## config.mk

```make
export PLATFORM = sky130hd
export DESIGN_NAME = uart_tx
export DESIGN_NICKNAME = d
export VERILOG_FILES = /design/src/rtl/uart_pkg.sv /design/src/rtl/uart_tx_fifo.sv /design/src/rtl/uart_tx.sv
export SDC_FILE = /design/constraint.sdc
export NUM_CORES = 1
export LEC_CHECK = 0
export ABC_AREA = 1
export CAP_MARGIN = 10
export CORE_MARGIN = 2
export CORE_UTILIZATION = 40
export DETAILED_ROUTE_END_ITERATION = 6
export PLACE_DENSITY = 0.65
export REMOVE_ABC_BUFFERS = 1
export SETUP_SLACK_MARGIN = 0.4
export SYNTH_ARGS = -nofsm -noshare
export SYNTH_HDL_FRONTEND = slang
export SYNTH_HIERARCHICAL = 1
export SYNTH_SLANG_ARGS = --single-unit
```

## constraint.sdc

```tcl
create_clock -name clk -period 6.2 [get_ports clk]
set_input_delay 1.55 -clock clk [delete_from_list [all_inputs] [get_ports clk]]
set_output_delay 1.55 -clock clk [all_outputs]
set_load 0.01 [all_outputs]
```

## src/rtl/uart_pkg.sv

```systemverilog
// Shared UART definitions: transmitter FSM states, parity modes, parity helper.
package uart_pkg;

  typedef enum logic [2:0] {
    ST_IDLE,
    ST_START,
    ST_DATA,
    ST_PARITY,
    ST_STOP
  } tx_state_e;

  // Parity modes, shared with the receiver side.
  localparam int PARITY_NONE = 0;
  localparam int PARITY_ODD  = 1;
  localparam int PARITY_EVEN = 2;

  // Parity bit over the low nbits of d: even = XOR, odd = inverted XOR.
  function automatic logic parity_bit(input int mode, input logic [8:0] d, input int nbits);
    logic x;
    x = 1'b0;
    for (int i = 0; i < 9; i++)
      if (i < nbits) x = x ^ d[i];
    return (mode == PARITY_ODD) ? ~x : x;
  endfunction

endpackage

```

## src/rtl/uart_tx_fifo.sv

```systemverilog
// Small synchronous FIFO with registered count; read data is the head entry.
module uart_tx_fifo #(
  parameter int WIDTH = 8,
  parameter int DEPTH = 4
) (
  input  logic                       clk,
  input  logic                       reset,
  input  logic                       push,
  input  logic                       pop,
  input  logic [WIDTH-1:0]           wdata,
  output logic [WIDTH-1:0]           rdata,
  output logic [$clog2(DEPTH+1)-1:0] count,
  output logic                       full,
  output logic                       empty
);

  localparam int AW = $clog2(DEPTH);
  localparam int CW = $clog2(DEPTH+1);

  logic [WIDTH-1:0] mem [DEPTH];
  logic [AW-1:0]    wptr, rptr;
  logic             do_push, do_pop;

  assign full    = (count == CW'(DEPTH));
  assign empty   = (count == '0);
  assign do_push = push && !full;
  assign do_pop  = pop && !empty;
  assign rdata   = mem[rptr];

  // Storage array; contents need no reset since count gates every read.
  always_ff @(posedge clk)
    if (do_push) mem[wptr] <= wdata;

  // Pointers wrap naturally; simultaneous push/pop leaves count unchanged.
  always_ff @(posedge clk) begin
    if (reset) begin
      wptr  <= '0;
      rptr  <= '0;
      count <= '0;
    end else begin
      if (do_push) wptr <= wptr + AW'(1);
      if (do_pop)  rptr <= rptr + AW'(1);
      case ({do_push, do_pop})
        2'b10:   count <= count + CW'(1);
        2'b01:   count <= count - CW'(1);
        default: count <= count;
      endcase
    end
  end

endmodule

```

## src/rtl/uart_tx.sv

```systemverilog
// UART transmitter: buffered input, start / LSB-first data / optional parity / stop.
module uart_tx
  import uart_pkg::*;
#(
  parameter int DATA_BITS    = 8,
  parameter int STOP_BITS    = 1,
  parameter int PARITY       = 0,
  parameter int CLKS_PER_BIT = 1,
  parameter int FIFO_DEPTH   = 4
) (
  input  logic                            clk,
  input  logic                            reset,
  input  logic                            in_valid,
  input  logic [DATA_BITS-1:0]            in_data,
  output logic                            in_ready,
  output logic                            tx,
  output logic                            busy,
  output logic [$clog2(FIFO_DEPTH+1)-1:0] fifo_count
);

  localparam int CW = $clog2(CLKS_PER_BIT+1);
  localparam int BW = $clog2(DATA_BITS+1);
  localparam logic [CW-1:0] CLK_LAST  = CW'(CLKS_PER_BIT-1);
  localparam logic [BW-1:0] BIT_LAST  = BW'(DATA_BITS-1);
  localparam logic [BW-1:0] STOP_LAST = BW'(STOP_BITS-1);

  tx_state_e            state;
  logic [DATA_BITS-1:0] shreg;
  logic                 par_r;
  logic [CW-1:0]        clk_cnt;
  logic [BW-1:0]        bit_cnt;
  logic                 tx_r;
  logic [DATA_BITS-1:0] fifo_rdata;
  logic                 fifo_full, fifo_empty;
  logic                 push, pop, bit_end, stop_done;

  assign in_ready  = !fifo_full;
  assign push      = in_valid && in_ready;
  assign bit_end   = (clk_cnt == CLK_LAST);
  assign stop_done = (state == ST_STOP) && bit_end && (bit_cnt == STOP_LAST);
  // Pop when idle, or at the end of the last stop bit for a gapless next frame.
  assign pop       = ((state == ST_IDLE) || stop_done) && !fifo_empty;
  assign busy      = (state != ST_IDLE) || (fifo_count != '0);
  assign tx        = tx_r;

  uart_tx_fifo #(
    .WIDTH (DATA_BITS),
    .DEPTH (FIFO_DEPTH)
  ) u_fifo (
    .clk   (clk),
    .reset (reset),
    .push  (push),
    .pop   (pop),
    .wdata (in_data),
    .rdata (fifo_rdata),
    .count (fifo_count),
    .full  (fifo_full),
    .empty (fifo_empty)
  );

  // Frame sequencer: every bit is held CLKS_PER_BIT cycles; tx is registered.
  always_ff @(posedge clk) begin
    if (reset) begin
      state   <= ST_IDLE;
      tx_r    <= 1'b1;
      clk_cnt <= '0;
      bit_cnt <= '0;
      shreg   <= '0;
      par_r   <= 1'b0;
    end else begin
      case (state)
        ST_IDLE: begin
          tx_r    <= 1'b1;
          clk_cnt <= '0;
          bit_cnt <= '0;
          if (pop) begin
            shreg <= fifo_rdata;
            par_r <= parity_bit(PARITY, 9'(fifo_rdata), DATA_BITS);
            state <= ST_START;
            tx_r  <= 1'b0;
          end
        end
        ST_START: begin
          if (bit_end) begin
            clk_cnt <= '0;
            bit_cnt <= '0;
            state   <= ST_DATA;
            tx_r    <= shreg[0];
          end else clk_cnt <= clk_cnt + CW'(1);
        end
        ST_DATA: begin
          if (bit_end) begin
            clk_cnt <= '0;
            if (bit_cnt == BIT_LAST) begin
              bit_cnt <= '0;
              if (PARITY != PARITY_NONE) begin
                state <= ST_PARITY;
                tx_r  <= par_r;
              end else begin
                state <= ST_STOP;
                tx_r  <= 1'b1;
              end
            end else begin
              bit_cnt <= bit_cnt + BW'(1);
              shreg   <= shreg >> 1;
              tx_r    <= shreg[1];
            end
          end else clk_cnt <= clk_cnt + CW'(1);
        end
        ST_PARITY: begin
          if (bit_end) begin
            clk_cnt <= '0;
            bit_cnt <= '0;
            state   <= ST_STOP;
            tx_r    <= 1'b1;
          end else clk_cnt <= clk_cnt + CW'(1);
        end
        ST_STOP: begin
          if (bit_end) begin
            clk_cnt <= '0;
            if (bit_cnt == STOP_LAST) begin
              bit_cnt <= '0;
              if (pop) begin
                shreg <= fifo_rdata;
                par_r <= parity_bit(PARITY, 9'(fifo_rdata), DATA_BITS);
                state <= ST_START;
                tx_r  <= 1'b0;
              end else begin
                state <= ST_IDLE;
                tx_r  <= 1'b1;
              end
            end else bit_cnt <= bit_cnt + BW'(1);
          end else clk_cnt <= clk_cnt + CW'(1);
        end
        default: begin
          state <= ST_IDLE;
          tx_r  <= 1'b1;
        end
      endcase
    end
  end

endmodule

```

==> metrics <==
outcome finished clean; Worst R2R End u_fifo/count[2]; crit path time final 3.22 ns; WP data required between 4 and 5 ns; Hold Crit Class flip-flop to flip-flop; final setup violation count 0; startpoint types flip-flop; Placer Congestion roughly 0.8; drt pass-1 iters 6; Synth cell types 29; IO Count 17; setup bufs post-CTS 0; family with the most delay on the worst path buffers and inverters; Die Area 7100 sq um; Placed Area 2790 sq um; final wirelength 5130 um; CTS resizes 0; Ant. Diodes 0; power density over the cells 458 nW/um^2; Crit Path Max Fanout 6; Critical Path Source u_fifo/count[1]; Die Y 84.3 um; Worst Setup Path Type flip-flop to primary output; Placeable Area 6280 sq um; TritonCTS clock tree yes; HPWL Detailed between 3000 and 4000 um; register-to-register setup slack 3.69 ns; period utilization 0.519; slew of the pin with the lowest slew margin 0.641 ns; Synth Flop Type edfxtp_1; Seq/Total Area, Yosys 0.567; H-tree Lvls 3; routed length per instance 13.3 um; Peak VDD IR 0.000201 V; TNS Setup 0 ns; grt total ovfl 0; Yosys reg bits 57; P_leak 1.21 nW; First DRT Iteration DRCs 80; nets@finish approximately 320; via count 1917; max_cap viols 0; clock tree buffer depth 2; Post-synth EDFFs 32; Fill cells 609; global-route wire length before repair 8570 um; R2R cell count 17; WP data arrival about 1.7 ns; post-route cell area 2970 sq um; worst-skew pair later-pin latency 0.33 ns; top cells by count, synth nand2_1 (55), inv_1 (35), nor2_1 (35), edfxtp_1 (32), dfxtp_1 (25); Final Max Tran Viols 0; ys async rst share 0; Clock Root Buffer clkbuf_8; Synth top area share 0.373; initial antenna violation count 0; R2R Path Start u_fifo/count[1]; CP cell instances inv_1 -> nand3_1 -> inv_1 -> inv_1 -> clkdlybuf4s50_1; Yosys warning count 6; unrepaired setup endpoints after global routing no; fmax 0.311 GHz; CP Depth 5; sequential cell area 1460 sq um; Multi-input gate area between 900 and 1000 sq um; pin count of the biggest net entering global routing 18; number of remaining DRC errors 0; leading area contributor after synthesis edfxtp_1; Rel. slew slack 0.571; worst-path cell with the longest stage delay clkdlybuf4s50_1; CTS Sinks 57; syn avg cell area 9.14 sq um; Hold-fix buffers, CTS 0; row cnt 29; placed cells 370; IO buf count 16; most common cell in the synthesized netlist nand2_1; Mapped Cells 282; total track usage 0.158; Synth Cell Area 2580 sq um; Setup WS post-layout roughly 3.0 ns; CP endpoint in_ready; Setup crit end kind primary output; DR vias/cell 4.97; top post-synthesis cells by area edfxtp_1 (37%), dfxtp_1 (19%), nand2_1 (8.0%); Buf+Inv Stages, Crit Path 4; most frequent CP cell inv_1; vias in the first global route 1838; fin cells 386; Clk pin slew, worst setup/hold paths around 0.060 ns; Die Wd 84.3 um; Initial Util 0.411; CP peak stage delay 0.52 ns; pre-CTS worst setup slack ~2.8 ns; CTS Buf Count 9; Synth-to-Final Area Change 15.2%; remaining antenna violation count after routing 0; share of layout cells above drive strength 1 0.0906; final hold vios 0; Final Skew roughly 0.0094 ns
==> kinds of logic after synthesis <==
group | count (synthesis) | share of synthesized area
buffers and inverters | 43 | 0.0728
and+or+nand+nor | 124 | 0.209
xor gates and xnor gates | 1 | 0.00340
AOI/OAI and AO/OA | 49 | 0.106
adders and majority gates | 8 | 0.0417
DFF | 57 | 0.567
==> per-layer routing <==
| layer | up-vias | GRT usage | part of all wire |
|---|---|---|---|
| met3 | 6 | 0.0688 | 0.046 |
| met1 | 890 | 0.194 | 0.45 |
| li1 | 982 | - | - |
| met4 | 0 | 0.0543 | 0.015 |
| met5 | - | 0 | 0 |
| met2 | 39 | 0.249 | 0.49 |
==> how the worst min path moves through the flow <==
stage / depth (start not counted) / slack [ns] / from / endpoint
6_report: 2 / 0.48 / u_fifo/rptr[0] / u_fifo/rptr[0]
5_1_grt: 2 / 0.50 / shreg[2] / shreg[2]
4_1_cts: 2 / 0.49 / shreg[1] / shreg[1]
3_5_place_dp: 2 / 0.47 / u_fifo/rptr[0] / u_fifo/rptr[0]
3_3_place_gp: 2 / 0.47 / u_fifo/rptr[0] / u_fifo/rptr[0]
2_1_floorplan: 2 / 0.45 / u_fifo/rptr[0] / flip-flop
==> cell type report <==
type                    count  share of cell area
flip-flops and latches     57               0.492
multi-input cells         182               0.313
repair buffers             16              0.0539
inverters                  38              0.0480
clock buffers              12              0.0455
well taps                  77              0.0324
clock inverters             4              0.0156
==> placed cells by master, fill, tap and decap left out, types with 8 or more instances in the layout <==
cell / instances
nor2_1: 35
a21oi_1: 16
edfxtp_1: 32
o21ai_0: 17
o22ai_1: 8
nand2_1: 55
dfxtp_1: 25
clkbuf_8: 9
inv_1: 35
nand3_1: 21
clkdlybuf4s50_1: 16
==> registers in the layout (all words and copies together) (netlist names), named ones only <==
name	cells
u_fifo/mem	32
bit_cnt	4
tx	1
u_fifo/wptr	2
state	3
shreg	8
u_fifo/count	3
u_fifo/rptr	2
==> where the power goes <==
group | switching, mW | internal, mW | total (mW)
clock network | 0.138 | 0.184 | 0.321
registers | 0.0598 | 0.484 | 0.543
logic | 0.314 | 0.181 | 0.495
total | 0.511 | 0.849 | 1.36
==> worst min-delay path: cells and delay by family, from the launching register on <==
kind,cells,cell delay (ns)
DFF,1,0.32
AOI/OAI and AO/OA,1,0.05
and+or+nand+nor,1,0.07
==> stage by stage <==
stage / util / hold slack (ns) / total power [mW]
after floorplan: - / 0.448 / 0.895
after global placement: 0.444 / 0.468 / 1.04
after detailed placement: 0.444 / 0.475 / 1.05
after CTS: 0.473 / 0.489 / 1.37
after global routing: 0.473 / 0.503 / 1.47
final: 0.473 / 0.481 / 1.36
(Power assumes the default switching activity.)
